[src/rtl/morra_tabellone.sv]
// morra_tabellone: scoreboard downstream of the MorraCinese game FSM.
// Keeps saturating per-player/tie/invalid tallies, the current win streak,
// latches the match outcome and strobes fine_pulse once per match.
// Optional feature: define MORRA_STORIA_EN to build the round-history shift
// register on storia; otherwise storia is tied to 0.
module morra_tabellone #(
  parameter int unsigned W_CNT      = 4,
  parameter int unsigned HIST_DEPTH = 8
) (
  input  logic                    clk,
  input  logic                    rst_n,
  input  logic                    inizio,
  input  logic [1:0]              manche,
  input  logic [1:0]              partita,
  output logic [W_CNT-1:0]        vinte_primo,
  output logic [W_CNT-1:0]        vinte_secondo,
  output logic [W_CNT-1:0]        pareggi,
  output logic [W_CNT-1:0]        invalide,
  output logic [W_CNT:0]          manche_giocate,
  output logic [1:0]              serie_chi,
  output logic [2:0]              serie_len,
  output logic                    fine,
  output logic [1:0]              vincitore,
  output logic                    fine_pulse,
  output logic [2*HIST_DEPTH-1:0] storia
);

  typedef enum logic {StGioco, StFine} state_e;

  state_e              state_q, state_d;
  logic                rel_q;
  logic [W_CNT-1:0]    vp_q, vp_d, vs_q, vs_d, par_q, par_d, inv_q, inv_d;
  logic [W_CNT:0]      mg_q, mg_d;
  logic [1:0]          chi_q, chi_d, vinc_q, vinc_d;
  logic [2:0]          len_q, len_d;
  logic                pulse_q, pulse_d;
`ifdef MORRA_STORIA_EN
  logic [2*HIST_DEPTH-1:0] storia_q, storia_d;
`endif

  function automatic logic [W_CNT-1:0] sat_inc(input logic [W_CNT-1:0] v);
    return (&v) ? v : v + W_CNT'(1);
  endfunction

  function automatic logic [W_CNT:0] sat_inc_mg(input logic [W_CNT:0] v);
    return (&v) ? v : v + (W_CNT+1)'(1);
  endfunction

  function automatic logic [2:0] sat_inc_len(input logic [2:0] v);
    return (&v) ? v : v + 3'd1;
  endfunction

  // Reset release stage: counting is held off for the first edge after rst_n
  // rises, so rel_q and the state flops behind it form the release path.
  always_ff @(posedge clk or negedge rst_n) begin
    if (!rst_n) rel_q <= 1'b0;
    else        rel_q <= 1'b1;
  end

  // Next-state: inizio clear has priority; counting only in StGioco.
  always_comb begin
    state_d = state_q;
    vp_d    = vp_q;
    vs_d    = vs_q;
    par_d   = par_q;
    inv_d   = inv_q;
    mg_d    = mg_q;
    chi_d   = chi_q;
    len_d   = len_q;
    vinc_d  = vinc_q;
    pulse_d = 1'b0;
`ifdef MORRA_STORIA_EN
    storia_d = storia_q;
`endif
    if (rel_q) begin
      if (inizio) begin
        state_d = StGioco;
        vp_d    = '0;
        vs_d    = '0;
        par_d   = '0;
        inv_d   = '0;
        mg_d    = '0;
        chi_d   = 2'b00;
        len_d   = 3'd0;
        vinc_d  = 2'b00;
`ifdef MORRA_STORIA_EN
        storia_d = '0;
`endif
      end else if (state_q == StGioco) begin
        unique case (manche)
          2'b01: begin
            vp_d = sat_inc(vp_q);
            mg_d = sat_inc_mg(mg_q);
            if (chi_q == 2'b01) begin
              len_d = sat_inc_len(len_q);
            end else begin
              chi_d = 2'b01;
              len_d = 3'd1;
            end
          end
          2'b10: begin
            vs_d = sat_inc(vs_q);
            mg_d = sat_inc_mg(mg_q);
            if (chi_q == 2'b10) begin
              len_d = sat_inc_len(len_q);
            end else begin
              chi_d = 2'b10;
              len_d = 3'd1;
            end
          end
          2'b11: begin
            par_d = sat_inc(par_q);
            mg_d  = sat_inc_mg(mg_q);
            chi_d = 2'b00;
            len_d = 3'd0;
          end
          default: inv_d = sat_inc(inv_q);
        endcase
`ifdef MORRA_STORIA_EN
        if (manche != 2'b00) storia_d = {storia_q[2*HIST_DEPTH-3:0], manche};
`endif
        // The deciding round is counted above in the same cycle.
        if (partita != 2'b00) begin
          state_d = StFine;
          vinc_d  = partita;
          pulse_d = 1'b1;
        end
      end
    end
  end

  // State and scoreboard registers.
  always_ff @(posedge clk or negedge rst_n) begin
    if (!rst_n) begin
      state_q <= StGioco;
      vp_q    <= '0;
      vs_q    <= '0;
      par_q   <= '0;
      inv_q   <= '0;
      mg_q    <= '0;
      chi_q   <= 2'b00;
      len_q   <= 3'd0;
      vinc_q  <= 2'b00;
      pulse_q <= 1'b0;
    end else begin
      state_q <= state_d;
      vp_q    <= vp_d;
      vs_q    <= vs_d;
      par_q   <= par_d;
      inv_q   <= inv_d;
      mg_q    <= mg_d;
      chi_q   <= chi_d;
      len_q   <= len_d;
      vinc_q  <= vinc_d;
      pulse_q <= pulse_d;
    end
  end

`ifdef MORRA_STORIA_EN
  // Round history register.
  always_ff @(posedge clk or negedge rst_n) begin
    if (!rst_n) storia_q <= '0;
    else        storia_q <= storia_d;
  end
  assign storia = storia_q;
`else
  assign storia = '0;
`endif

  assign vinte_primo    = vp_q;
  assign vinte_secondo  = vs_q;
  assign pareggi        = par_q;
  assign invalide       = inv_q;
  assign manche_giocate = mg_q;
  assign serie_chi      = chi_q;
  assign serie_len      = len_q;
  assign fine           = (state_q == StFine);
  assign vincitore      = vinc_q;
  assign fine_pulse     = pulse_q;

endmodule

[config.mk]
export PLATFORM = sky130hd
export DESIGN_NAME = morra_tabellone
export DESIGN_NICKNAME = d
export VERILOG_FILES = /design/src/rtl/morra_tabellone.sv
export SDC_FILE = /design/constraint.sdc
export NUM_CORES = 1
export LEC_CHECK = 0
export CAP_MARGIN = 20
export CORE_MARGIN = 2
export CORE_UTILIZATION = 43
export DETAILED_ROUTE_END_ITERATION = 7
export PLACE_DENSITY = 0.85
export SYNTH_ARGS = -nofsm -noshare
export SYNTH_HDL_FRONTEND = slang
export SYNTH_SLANG_ARGS = --single-unit
[constraint.sdc]
create_clock -name clk -period 1.7 [get_ports clk]
set_input_delay 0.17 -clock clk [delete_from_list [all_inputs] [get_ports clk]]
set_output_delay 0.17 -clock clk [all_outputs]
set_load 0.02 [all_outputs]
==> impl_metrics.py, run 1 <==
metrics = {
    "drt": {
        "wl_per_cell_um": 12.9,
        "drcViolationCount": 0,
        "first_pass_iters": 4,
        "drt.antenna.violating_nets": 0,
        "post_drt_via_cell_ratio": 5.13,
        "postRouteWirelength_um": 3990,
        "detailedRoute.firstIterationViolations": 77,
        "num_vias": 1591,
    },
    "sta": {
        "final_hold_viol_count": 0,
        "setup_viol_count_final": 0,
        "final-max-slew-violation-count": 0,
        "fin_setup_tns_ns": 0,
        "fin_worst_skew_ns": 0.00541,
        "timing.final.crit_period_ns": 1.62,
        "unrepaired_setup_endpoints_after_global_routing": "false",
        "final_setup_margin_ns": 0.0773,
        "hold-worst-slack_ns": 0.276,
        "maximum_achievable_frequency_mhz": 616,
        "period_share_pct": 95.5,
    },
    "logic_synthesis": {
        "post_synth_num_cell_types": 48,
        "synth-seq-area-share_pct": 40.7,
        "yosys_warnings": 0,
        "synth_flop_cell": "sky130_fd_sc_hd__dfrtp_1",
        "synth_area_um2": 1910,
        "syn-mean-instance-area_um2": 9.34,
        "postSynth.asyncResetShare_pct": 100,
        "number_of_register_bits_inferred_by_synthesis": 31,
        "synth-edff-count": 0,
        "post_synthesis_cells": 204,
    },
    "global_route": {
        "gr-usage-all-layers_pct": 17.3,
        "global_route.usage.met3_pct": 6.13,
        "grt_first_pass_wirelength_um": 6780,
        "most_crowded_layer_gr": "met2",
        "gr-usage-met2_pct": 27.6,
        "via_count_of_the_first_global_routing_pass": 1531,
        "grt_max_degree": 32,
        "gr-total-overflow": 0,
        "routing_usage_on_met1_pct": 21.4,
        "initial_antenna_violation_count": 0,
    },
    "die": {
        "die-width_um": 70.6,
        "core_region_area_um2": 4320,
        "fp.dieH_um": 70.6,
        "i_o_pins": 53,
        "std_cell_rows": 24,
        "initial_utilization_pct": 44.1,
        "die-area_um2": 4980,
    },
    "layout": {
        "postLayoutCoreUtil_pct": 57.1,
        "fillCellCount": 380,
        "n_antenna_cell": 0,
        "layout.nets": 272,
        "final_common_cell": "sky130_fd_sc_hd__clkdlybuf4s50_1",
        "ff_latch_area_um2": 779,
        "mostFrequentLayoutCells": "sky130_fd_sc_hd__clkdlybuf4s50_1, sky130_fd_sc_hd__dfrtp_1, sky130_fd_sc_hd__buf_4",
        "design_area_um2": 2470,
        "combined_area_of_the_multi_input_logic_cells_um2": 962,
        "area_delta_synth_final_pct": 29.5,
        "drive_gt1_share_pct": 15.5,
        "finalNonFillerCells": 310,
    },
    "worst_setup_path": {
        "worst-r2r-setup-slack_ns": 0.10,
        "timing.critical_path.arrival_ns": 1.45,
        "worstSetupPathType": "reg2out",
        "setup.worst_path.start_class": "flip-flop",
        "worst_r2r_startpoint": "manche_giocate[0]",
        "critical_path_required_ns": 1.53,
        "worstPathMaxFanout": 4,
        "setup.worst_path.end_class": "primary output",
        "rr_endpoint": "manche_giocate[4]",
        "rr_worst_depth": 7,
    },
    "power_and_ir_drop": {
        "power_density_of_the_placed_cells_nw_per_um2": 962,
        "vdd_ir_drop_max_mv": 0.617,
        "power_mw": 2.38,
        "total_leakage_power_nw": 1.12,
    },
    "placement": {
        "place.gp.congestion": 0.755,
        "placement.setup.worst_slack_ns": 0.0430,
        "dp_hpwl_um": 2920,
        "detailed_place.area_um2": 2370,
        "place.port_buffers": 36,
        "dp_cells": 302,
    },
    "cts": {
        "root_buffer": "sky130_fd_sc_hd__clkbuf_8",
        "cts_tree": "built",
        "hold_buffers": 0,
        "clk_transition_reported_paths_ns": 0.07,
        "cts_made_buffers": 5,
        "clkSinkCount": 31,
        "cts_htree_levels": 2,
        "worstSkewPairLatency_ns": 0.29,
        "cts_buffer_depth": 2,
    },
    "min_path": {
        "hold_class": "in2async",
    },
    "outcome": {
        "result_of_the_run": "complete, no violations",
    },
    "flow_run": {
        "maxCapViolations": 0,
    },
}
## cell families (layout without fill, tap and decap cells)
kind of cell               count (synthesis)  after routing  synth area share [%]
AOI/OAI and AO/OA                         50             50                  17.0
xor gates and xnor gates                   4              4                  1.84
adders and majority gates                  7              7                  4.60
buffers and inverters                     41             80                  12.3
DFF                                       31             31                  40.7
muxes                                      8              8                  4.40
other                                      2             17                 0.394
and+or+nand+nor                           61             61                  18.7
## synth_stat cells, types with 2 or more instances
| master | number | area share, % |
|---|---|---|
| sky130_fd_sc_hd__ha_1 | 7 | 4.6 |
| sky130_fd_sc_hd__nand3_1 | 8 | 2.1 |
| sky130_fd_sc_hd__nor3b_1 | 2 | 0.79 |
| sky130_fd_sc_hd__conb_1 | 2 | 0.39 |
| sky130_fd_sc_hd__nand2_1 | 13 | 2.6 |
| sky130_fd_sc_hd__a31oi_1 | 2 | 0.66 |
| sky130_fd_sc_hd__nor2_1 | 10 | 2.0 |
| sky130_fd_sc_hd__mux2i_1 | 5 | 2.6 |
| sky130_fd_sc_hd__nor2b_1 | 5 | 1.6 |
| sky130_fd_sc_hd__dfrtp_1 | 31 | 41 |
| sky130_fd_sc_hd__nand4b_1 | 2 | 0.92 |
| sky130_fd_sc_hd__buf_4 | 16 | 6.3 |
| sky130_fd_sc_hd__o31ai_1 | 2 | 0.79 |
| sky130_fd_sc_hd__buf_2 | 3 | 0.79 |
| sky130_fd_sc_hd__o22ai_1 | 10 | 3.3 |
| sky130_fd_sc_hd__nor3_1 | 3 | 0.79 |
| sky130_fd_sc_hd__nand2b_1 | 3 | 0.99 |
| sky130_fd_sc_hd__o21a_1 | 2 | 0.79 |
| sky130_fd_sc_hd__o21ai_0 | 8 | 2.1 |
| sky130_fd_sc_hd__mux2_2 | 3 | 1.8 |
| sky130_fd_sc_hd__inv_1 | 17 | 3.3 |
| sky130_fd_sc_hd__clkbuf_1 | 2 | 0.39 |
| sky130_fd_sc_hd__o211ai_1 | 3 | 1.2 |
| sky130_fd_sc_hd__a21oi_1 | 15 | 3.9 |
| sky130_fd_sc_hd__and3_1 | 5 | 1.6 |
| sky130_fd_sc_hd__xnor2_1 | 3 | 1.4 |
## layout make-up
class	instances	area share [%]
clock buffers	6	3.35
clock inverters	1	0.203
repair buffers	56	20.7
well taps	52	2.64
flip-flops and latches	31	31.6
multi-input cells	147	39.0
inverters	17	2.58
## state kept, by name (all words and copies together) (netlist names), 2 cells and up
register and flops:
vinte_secondo 4, pareggi 4, serie_len 3, invalide 4, vinte_primo 4, serie_chi 2
manche_giocate 5, vincitore 2
## per-layer routing
metal / share of wire (%) / vias up
li1: - / 789
met1: 45 / 757
met2: 47 / 36
met3: 5.3 / 9
met4: 2.1 / 0
met5: 0 / -
## where the power goes
part | total (mW) | switching (mW) | internal (mW) | leakage, nW
Clock | 0.589 | 0.272 | 0.317 | 0.0470
Sequential | 0.948 | 0.103 | 0.846 | 0.409
Combinational | 0.839 | 0.432 | 0.407 | 0.668
## worst max path at each step
stage               cells after the start  slack (ns)         startpoint           endpoint
global placement                        6        0.05          manche[1]        invalide[1]
floorplan                               7       0.005  manche_giocate[0]  manche_giocate[0]
detailed placement                      7        0.04  manche_giocate[1]  manche_giocate[4]
finish                                  2        0.08               fine               fine
global route                            7       0.005  manche_giocate[1]  manche_giocate[4]
CTS                                     7        0.02  manche_giocate[1]  manche_giocate[4]
## worst max-delay path, stage by stage, from the launching register on
cell and delay, ns:
sky130_fd_sc_hd__dfrtp_1 0.40, sky130_fd_sc_hd__buf_4 0.16, sky130_fd_sc_hd__clkdlybuf4s50_1 0.61
## timing repair
item,in CTS,in global routing
endpoints found under the hold margin,0,0
endpoints found under the setup margin,0,5
gates resized for setup,0,2
setup buffers,0,1
Power figures use the tool's default switching activity.
==> run 2, diff against run 1 <==
- SLEW_MARGIN: default -> 0
==> results of run 2 <==
The final DEF is identical to that of run 1; final timing and power are the same.
